--- src/rtl/jk_reg_bank.sv ---
// WIDTH-bit programmable register bank: JK / T / D / SR per-bit semantics, change flags, sticky SR-invalid flag.
// Optional saturating change-event counter enabled by defining JK_CHG_CNT_EN.
module jk_reg_bank #(
  parameter int unsigned      WIDTH     = 8,
  parameter logic [WIDTH-1:0] RESET_VAL = {WIDTH{1'b0}},
  parameter int unsigned      CNT_W     = 16
) (
  input  logic             clk,
  input  logic             rst_n,
  input  logic             en,
  input  logic             clr,
  input  logic             load,
  input  logic [1:0]       mode,
  input  logic [WIDTH-1:0] d,
  input  logic [WIDTH-1:0] j,
  input  logic [WIDTH-1:0] k,
  output logic [WIDTH-1:0] q,
  output logic [WIDTH-1:0] q_n,
  output logic [WIDTH-1:0] chg,
  output logic             sr_err,
  output logic [CNT_W-1:0] chg_cnt
);

  typedef enum logic [1:0] {
    MODE_JK = 2'b00,
    MODE_T  = 2'b01,
    MODE_D  = 2'b10,
    MODE_SR = 2'b11
  } mode_e;

  logic [WIDTH-1:0] r_q;
  logic [WIDTH-1:0] r_chg;
  logic             r_sr_err;
  logic [WIDTH-1:0] w_q_next;
  logic [WIDTH-1:0] w_diff;
  logic             w_sr_inv;

  function automatic logic [WIDTH-1:0] f_mode_next(
    input logic [1:0]       m,
    input logic [WIDTH-1:0] cur,
    input logic [WIDTH-1:0] jv,
    input logic [WIDTH-1:0] kv
  );
    logic [WIDTH-1:0] nxt;
    nxt = cur;
    case (m)
      MODE_JK: nxt = (jv & ~cur) | (~kv & cur);
      MODE_T:  nxt = cur ^ jv;
      MODE_D:  nxt = jv;
      MODE_SR: nxt = (cur | (jv & ~kv)) & ~(~jv & kv);
      default: nxt = cur;
    endcase
    return nxt;
  endfunction

  // Next-state selection: clr > load > en > hold
  always_comb begin
    w_q_next = r_q;
    w_sr_inv = 1'b0;
    if (clr) begin
      w_q_next = RESET_VAL;
    end else if (load) begin
      w_q_next = d;
    end else if (en) begin
      w_q_next = f_mode_next(mode, r_q, j, k);
      w_sr_inv = (mode == MODE_SR) && (|(j & k));
    end
  end

  assign w_diff = w_q_next ^ r_q;

  always_ff @(posedge clk or negedge rst_n) begin
    if (!rst_n) begin
      r_q      <= RESET_VAL;
      r_chg    <= '0;
      r_sr_err <= 1'b0;
    end else begin
      r_q   <= w_q_next;
      r_chg <= w_diff;
      if (clr) begin
        r_sr_err <= 1'b0;
      end else if (w_sr_inv) begin
        r_sr_err <= 1'b1;
      end
    end
  end

  assign q      = r_q;
  assign q_n    = ~r_q;
  assign chg    = r_chg;
  assign sr_err = r_sr_err;

`ifdef JK_CHG_CNT_EN
  logic [CNT_W-1:0] r_cnt;

  // Saturating count of edges where any bit changed; a clr edge never counts
  always_ff @(posedge clk or negedge rst_n) begin
    if (!rst_n) begin
      r_cnt <= '0;
    end else if (clr) begin
      r_cnt <= '0;
    end else if ((|w_diff) && (r_cnt != {CNT_W{1'b1}})) begin
      r_cnt <= r_cnt + CNT_W'(1);
    end
  end

  assign chg_cnt = r_cnt;
`else
  assign chg_cnt = '0;
`endif

endmodule

--- config.mk ---
export PLATFORM = sky130hd
export DESIGN_NAME = jk_reg_bank
export DESIGN_NICKNAME = d
export VERILOG_FILES = /design/src/rtl/jk_reg_bank.sv
export SDC_FILE = /design/constraint.sdc
export NUM_CORES = 1
export LEC_CHECK = 0
export CORE_UTILIZATION = 30
export DETAILED_ROUTE_END_ITERATION = 10
export PLACE_DENSITY = 0.6
export SLEW_MARGIN = 30
export SYNTH_ARGS = -nofsm -noshare
export SYNTH_HDL_FRONTEND = slang
export SYNTH_SLANG_ARGS = --single-unit
export TNS_END_PERCENT = 10
--- constraint.sdc ---
create_clock -name clk -period 3.2 [get_ports clk]
set_clock_uncertainty 0.05 [all_clocks]
set_input_delay 0.64 -clock clk [delete_from_list [all_inputs] [get_ports clk]]
set_output_delay 0.64 -clock clk [all_outputs]
set_load 0.02 [all_outputs]
### After elaboration in Yosys (flattened, before gate mapping)

Cells that the tools add are included.

* register bits after elaboration: 17
* word-level logic and storage cells: 33

* equal/unequal tests: 3
* muxes and demuxes: 9
* bitwise gates (word level): 14
* reductions and logical operators: 4

Operators by type and width (number)
* bitwise AND 8 bit: 6
* NOT 8 bit: 4
* case mux 8 bit (4 select lines): 1
* 2-to-1 mux 8 bit: 3
* bitwise OR 8 bit: 2
* XOR 8 bit: 2
* OR reduction 8 bit: 1
* 2-to-1 mux 1 bit: 5
* equality test 2 bit, second input constant: 2
* equality test 2 x 1 -> 1 bit, second input constant: 1
* logical NOT 2 bit: 1
* nonzero test 2 bit: 1
* logical AND 1 bit: 1

### Depth between registers and ports, before layout

Gate-level depths: netlist of the first run.

* depth after elaboration: 9
* depth in mapped cells: 6
* gate-level depth less buffers: 4

### Worst setup path before layout of the first run

OpenSTA, ideal clock, no wires.

* path type: input port to flip-flop
* start: input port mode[0]
* end: register r_chg[1], in the netlist chg[1]
* data arrival time: 1.685 ns
* data required time: 3.025 ns
* slack: 1.341 ns
* stages: 4
* buffers on the path: 1
* cell sequence: clkbuf_2 or3_1 a41oi_1 mux2_2

* cells in the longest elaborated chain, start to end: 6

Ends and longest elaborated chain
* start: declaration: RTL line 13 `input logic [1:0] mode,`
* equality test 2 bit (tied with other cells): RTL line 46 `case (m)`
* case mux 8 bit (4 select lines) *: RTL line 46
* 2-to-1 mux 8 bit *: RTL line 64 `end else if (en) begin`
* 2-to-1 mux 8 bit *: RTL line 62 `end else if (load) begin`
* 2-to-1 mux 8 bit *: RTL line 60 `if (clr) begin`
* XOR 8 bit *: RTL line 70 `assign w_diff = w_q_next ^ r_q;`
* named net w_diff[1]: RTL line 35 `logic [WIDTH-1:0] w_diff;`
* end signal: assignment: RTL line 79 `r_chg <= w_diff;`
* end: declaration: RTL line 32 `logic [WIDTH-1:0] r_chg;`

The timed path passes the listed nets; every way through them passes the cells marked *.
A chain may end at the register's enable or synchronous reset.

### Worst setup path after layout of the first run

* start: input port mode[1]
* end: register r_chg[1], in the netlist chg[1]

The elaborated chain is that of the path after synthesis.

==> summary.txt, run 1 <==
Setup WS post-layout = 0.764 ns
DR pass1 iterations = 4
Int Power = 442 µW
Flops & latches, synth = 17
Gp weighted congestion = 0.828
Die area = 0.00474 mm²
Post-CTS Setup Bufs = 0
Combinational Power Share = 38.0%
Synth area leader = dfrtp_1
Sw frac = 33.6%
Post-synth top flop = dfrtp_1
Commonest non-fill, non-tap cell in the layout = clkdlybuf4s50_1
Net switching power = 223 µW
Cells resized by post-CTS repair = 0
Vias in the first global route = 1147
RSZ-0062 raised after global routing = no
F_max = 410 MHz
Pwr Density = 348 mW/mm²
DP Cell Count = 268
Top-area cell type share of the netlist area = 31.7%
Post-synthesis compound-gate area fraction = 30.8%
Root Buffer = clkbuf_8
Final setup TNS = 0 ns
Clock sink count = 17
CP max stage cell = clkdlybuf4s50_1
Hold Buf Count CTS = 0
Yosys Warn Count = 0
Filler cells = 422
Diode count = 0
Overall Global Routing Usage = 15.9%
Most frequent cells in the layout = 55 x clkdlybuf4s50_1, 19 x inv_1, 17 x dfrtp_1, 16 x conb_1, 15 x nor2_1
Critical setup path kind = primary input to register
Largest cells by area after synthesis = dfrtp_1 32%, buf_4 11%, inv_1 5.3%, nand3_1 4.9%, o21ai_0 4.5%
Crit-path cells = clkdlybuf4s50_1, buf_4, mux2i_1, nand2_1, a41oi_1, mux2_2
Chip Width = 68.9 µm
Post-route clock period utilization = 76.1%
Share of flip-flops with an asynchronous set or reset = 100%
# DRC = 0
CTS H-tree lvls = 1
IO buf count = 55
Initial Util = 32.4%
First DRT Iteration DRCs = 99
Worst EP arrival = 2.53 ns
Worst Hold Class = register to register
Core ar. = 0.00414 mm²
Drt total wl = 3460 µm
Register share of total power = 37.4%
Final Cell Area = 0.00191 mm²
Die extent in y = 68.9 µm
Layout Nets = 254
TritonCTS Buffers = 3
Clk_lat worst skew = 0.25 ns
Required @ worst endpoint = 3.29 ns
Vias = 1345
XOR/XNOR Fraction of Synth Area = 0%
P&R area growth vs syn = 42.5%
Post-Syn Instances = 170
TritonCTS clock tree = built
Synth Cell Area = 0.00134 mm²
Row cnt = 23
Layout cell share with drive strength beyond 1 = 5.86%
WL/cell = 12.7 µm
Post-synthesis sequential area ratio = 31.7%
Status = finished clean
Power share of the clock group = 24.6%
Mux contribution to synthesized area = 4.01%
Final HPWL DP = 2560 µm
Post-Layout Cell Count = 272
Max-slew violation count = 0
CP Launch Type = primary input
P_leak = 0.827 nW
Initial antenna violation count = 0
DR vias/cell = 4.94
Simple-gate area share of the yosys netlist = 13.8%
Final Setup Violations = 0
Min cycle time layout = 2.44 ns
First-pass GRT wire length = 5560 µm
Number of synthesized flops with an enable pin = 0
Slowest stage delay, CP = 0.73 ns
Yosys cell types = 32
Final hold violation count = 0
Avg Cell Area, Syn = 7.89 µm²
MaxCap Viol Count = 0
ANT nets after route = 0
Largest net degree at the start of global routing = 27
Worst-margin pin slew = 0.792 ns
Rel. slew slack = 47.1%
Largest family of logic cells by synthesized area = compound AO/OA/AOI/OAI gates
CTS Buffer Depth = 2
Worst-path clk slew = 0.07 ns
Placed instance area = 0.00187 mm²
Adder-cell share of the synthesized area = 0.840%
CP Max Fanout = 12
Crit. End Element = register
# IOs = 72
GR Overflow Total = 0
VDD IR-drop max = 0.000134 V
Worst slack, placed = 0.482 ns
final timing paths:
| kind | start | endpoint | slack, ns | cells after the start |
|---|---|---|---|---|
| worst max-delay path | mode[1] | chg[1] | 0.76 | 6 |
| worst min-delay path | sr_err | sr_err | 0.47 | 2 |
| worst max register to register | q[6] | chg[6] | 1.82 | 4 |
| worst min register to register | sr_err | sr_err | 0.47 | 2 |
| max in group asynchronous | rst_n | chg[5] | 1.81 | 1 |
| min in group asynchronous | rst_n | chg[6] | 0.80 | 1 |
cell families after synthesis:
family	after synthesis
AO/OA/AOI/OAI	59
buffers and inverters	46
AND/OR/NAND/NOR	41
flip-flops	17
multiplexers	5
adder cells (fa/ha/maj)	1
other	1
routing by layer:
| metal | vias up | global-route usage, % | part of all wire (%) |
|---|---|---|---|
| li1 | 672 | - | - |
| met1 | 609 | 22.4 | 46 |
| met2 | 62 | 24.6 | 44 |
| met3 | 2 | 2.80 | 8.9 |
| met4 | 0 | 4.34 | 0.38 |
| met5 | - | 0 | 0 |
registers in the layout (all words and copies together) (netlist names):
register,count
chg,8
sr_err,1
q,8
cells in the mapped netlist, types with 5 or more instances:
| cell type | count |
|---|---|
| a21oi_1 | 11 |
| dfrtp_1 | 17 |
| buf_4 | 19 |
| a211oi_1 | 5 |
| inv_1 | 19 |
| nand2_1 | 7 |
| a22o_1 | 5 |
| o31ai_1 | 5 |
| nor2_1 | 15 |
| nand3_1 | 13 |
| a21boi_0 | 7 |
| o21ai_0 | 12 |
cell type report:
| class | instances | area (µm²) | share of cell area [%] |
|---|---|---|---|
| Clock buffer | 4 | 45.0 | 2.36 |
| Inverter | 20 | 75.1 | 3.93 |
| Multi-Input combinational cell | 122 | 723 | 37.8 |
| Sequential cell | 17 | 425 | 22.3 |
| Tap cell | 50 | 62.6 | 3.27 |
| Timing Repair Buffer | 59 | 581 | 30.4 |
through the flow:
stage / util [%] / hold WS, ns / power [mW]
floorplan: - / 0.294 / 0.399
global placement: 45.0 / 0.467 / 0.506
detailed placement: 45.0 / 0.443 / 0.506
CTS: 46.1 / 0.482 / 0.672
global route: 46.1 / 0.498 / 0.709
finish: 46.1 / 0.475 / 0.666
critical path, delay by kind of cell:
family / cells / cell delay, ns
buffers and inverters: 2 / 0.99
muxes: 2 / 0.55
AOI/OAI and AO/OA: 1 / 0.28
and+or+nand+nor: 1 / 0.06
power by group through the flow:
| stage | clock network [mW] | logic [mW] | registers [mW] |
|---|---|---|---|
| after detailed placement | 0 | 0.254 | 0.252 |
| after CTS | 0.169 | 0.255 | 0.249 |
| final | 0.164 | 0.253 | 0.249 |
| after floorplan | 0 | 0.123 | 0.277 |
| after global placement | 0 | 0.253 | 0.253 |
| after global routing | 0.180 | 0.276 | 0.252 |
No activity file was read; power rests on OpenSTA's default activity.
==> run 2, diff against run 1 <==
PLACE_DENSITY = 0.63   (was 0.6)
clock period = 2.2 ns   (was 3.2 ns; I/O delays follow)
==> run 2 against run 1 <==
- utilization up 1.9 points
- register-to-register slack worse by 1.0 ns
- sequential power up 45%
- power up 47%
- clock power increased by 42%
- critical path depth decreased by 1
- routed wire length fell by 1.0%
- sequential share of layout area fell by 0.89 points
- highest routed layer unchanged
==> summary.txt, run 2 (same netlist as run 1, synthesis figures left out) <==
Post-Layout Cell Count = 281 (was 272)
Initial Util = 32.4% (unchanged)
CTS Buffer Depth = 2 (unchanged)
CP Launch Type = primary input (unchanged)
Initial antenna violation count = 0 (unchanged)
Final hold violation count = 0 (unchanged)
Chip Width = 68.9 µm (unchanged)
Worst Hold Class = primary input to asynchronous set/reset pin (was register to register)
WL/cell = 12.2 µm (was 12.7 µm)
Worst-path clk slew = 0.07 ns (about the same)
Post-CTS Setup Bufs = 0 (unchanged)
TritonCTS clock tree = built (unchanged)
Commonest non-fill, non-tap cell in the layout = clkdlybuf4s50_1 (unchanged)
CTS H-tree lvls = 1 (unchanged)
Pwr Density = 491 mW/mm² (was 348 mW/mm²)
Setup WS post-layout = 0.214 ns (was 0.764 ns)
Layout cell share with drive strength beyond 1 = 9.52% (was 5.86%)
Critical setup path kind = primary input to register (unchanged)
Final Util = 48.1% (was 46.1%)
DR pass1 iterations = 4 (unchanged)
GR Overflow Total = 0 (unchanged)
First DRT Iteration DRCs = 88 (was 99)
Die area = 0.00474 mm² (unchanged)
Final Cell Area = 0.00199 mm² (was 0.00191 mm²)
RSZ-0062 raised after global routing = no (unchanged)
# IOs = 72 (unchanged)
Layout Nets = 263 (was 254)
Root Buffer = clkbuf_8 (unchanged)
Most frequent cells in the layout = 55 x clkdlybuf4s50_1, 19 x inv_1, 17 x dfrtp_1, 16 x conb_1, 15 x nor2_1 (unchanged)
Filler cells = 434 (was 422)
Post-route clock period utilization = 90.3%
Max-slew violation count = 0 (unchanged)
P&R area growth vs syn = 48.5% (was 42.5%)
IO buf count = 55 (unchanged)
First-pass GRT wire length = 5490 µm (was 5560 µm)
DP Cell Count = 277 (was 268)
Overall Global Routing Usage = 15.5% (was 15.9%)
ANT nets after route = 0 (unchanged)
Final setup TNS = 0 ns (unchanged)
DR vias/cell = 4.73 (was 4.94)
MaxCap Viol Count = 0 (unchanged)
Placed instance area = 0.00195 mm² (was 0.00187 mm²)
# DRC = 0 (unchanged)
F_max = 503 MHz
VDD IR-drop max = 0.000210 V (was 0.000134 V)
Diode count = 0 (unchanged)
Drt total wl = 3430 µm (was 3460 µm)
Clk_lat worst skew = 0.25 ns (about the same)
Worst EP arrival = 2.07 ns (was 2.53 ns)
Gp weighted congestion = 0.839 (was 0.828)
Worst slack, placed = -0.0257 ns (was 0.482 ns)
Vias in the first global route = 1161 (was 1147)
Core ar. = 0.00414 mm² (unchanged)
Final Setup Violations = 0 (unchanged)
Row cnt = 23 (unchanged)
Min cycle time layout = 1.99 ns
Hold Buf Count CTS = 0 (unchanged)
Vias = 1328 (was 1345)
Clock sink count = 17 (unchanged)
Crit. End Element = register (unchanged)
P_leak = 0.875 nW (was 0.827 nW)
Die extent in y = 68.9 µm (unchanged)
Largest net degree at the start of global routing = 27 (unchanged)
Required @ worst endpoint = 2.28 ns (was 3.29 ns)
TritonCTS Buffers = 3 (unchanged)
Cells resized by post-CTS repair = 0 (unchanged)
Status = finished clean (unchanged)
Final HPWL DP = 2630 µm (was 2560 µm)
CP Max Fanout = 5 (was 12)
## run 2: changes by cell type in the layout (fill, tap and decap cells not counted)
cell	before	now
buf_12	0	1
buf_4	4	12
## run 2: power by group
| group | leakage [nW] | internal (mW) | switching [mW] |
|---|---|---|---|
| logic | 0.633 | 0.186 | 0.196 |
| registers | 0.219 | 0.341 | 0.0204 |
| clock network | 0.0228 | 0.128 | 0.105 |
## run 2: final timing paths
kind / start / endpoint / slack (ns) / cells after the start
min reg2reg: sr_err / sr_err / 0.49 / 2
max: mode[1] / chg[1] / 0.21 / 5
min: rst_n / chg[0] / 0.47 / 2
max reg2reg: q[1] / chg[1] / 0.79 / 4
min in group clk: sr_err / sr_err / 0.49 / 2
max in group asynchronous: rst_n / chg[4] / 1.44 / 2
## run 2: critical path, stage by stage
cell and delay [ns]:
clkdlybuf4s50_1 0.48, buf_4 0.19, or3_1 0.34, a41oi_1 0.25, mux2_2 0.37
## run 2: per-stage QoR
step	power [mW]	hold slack, ns
floorplan	0.581	0.0944
global placement	0.750	0.477
detailed placement	0.751	0.473
CTS	0.988	0.478
global route	1.04	0.492
finish	0.978	0.472
## run 2: final cells by class
type	instances	area (µm²)	share of cell area, %
multi-input cells	122	723	36.3
clock buffers	4	45.0	2.26
repair buffers	68	661	33.2
well taps	50	62.6	3.14
flip-flops and latches	17	425	21.4
inverters	20	75.1	3.77
## run 2: layer usage
| metal | up-vias | share of wire (%) | global-route usage (%) |
|---|---|---|---|
| li1 | 689 | - | - |
| met1 | 592 | 48 | 21.7 |
| met2 | 45 | 46 | 25.0 |
| met3 | 2 | 5.9 | 2.80 |
| met4 | 0 | 0.20 | 2.30 |
| met5 | - | 0 | 0 |
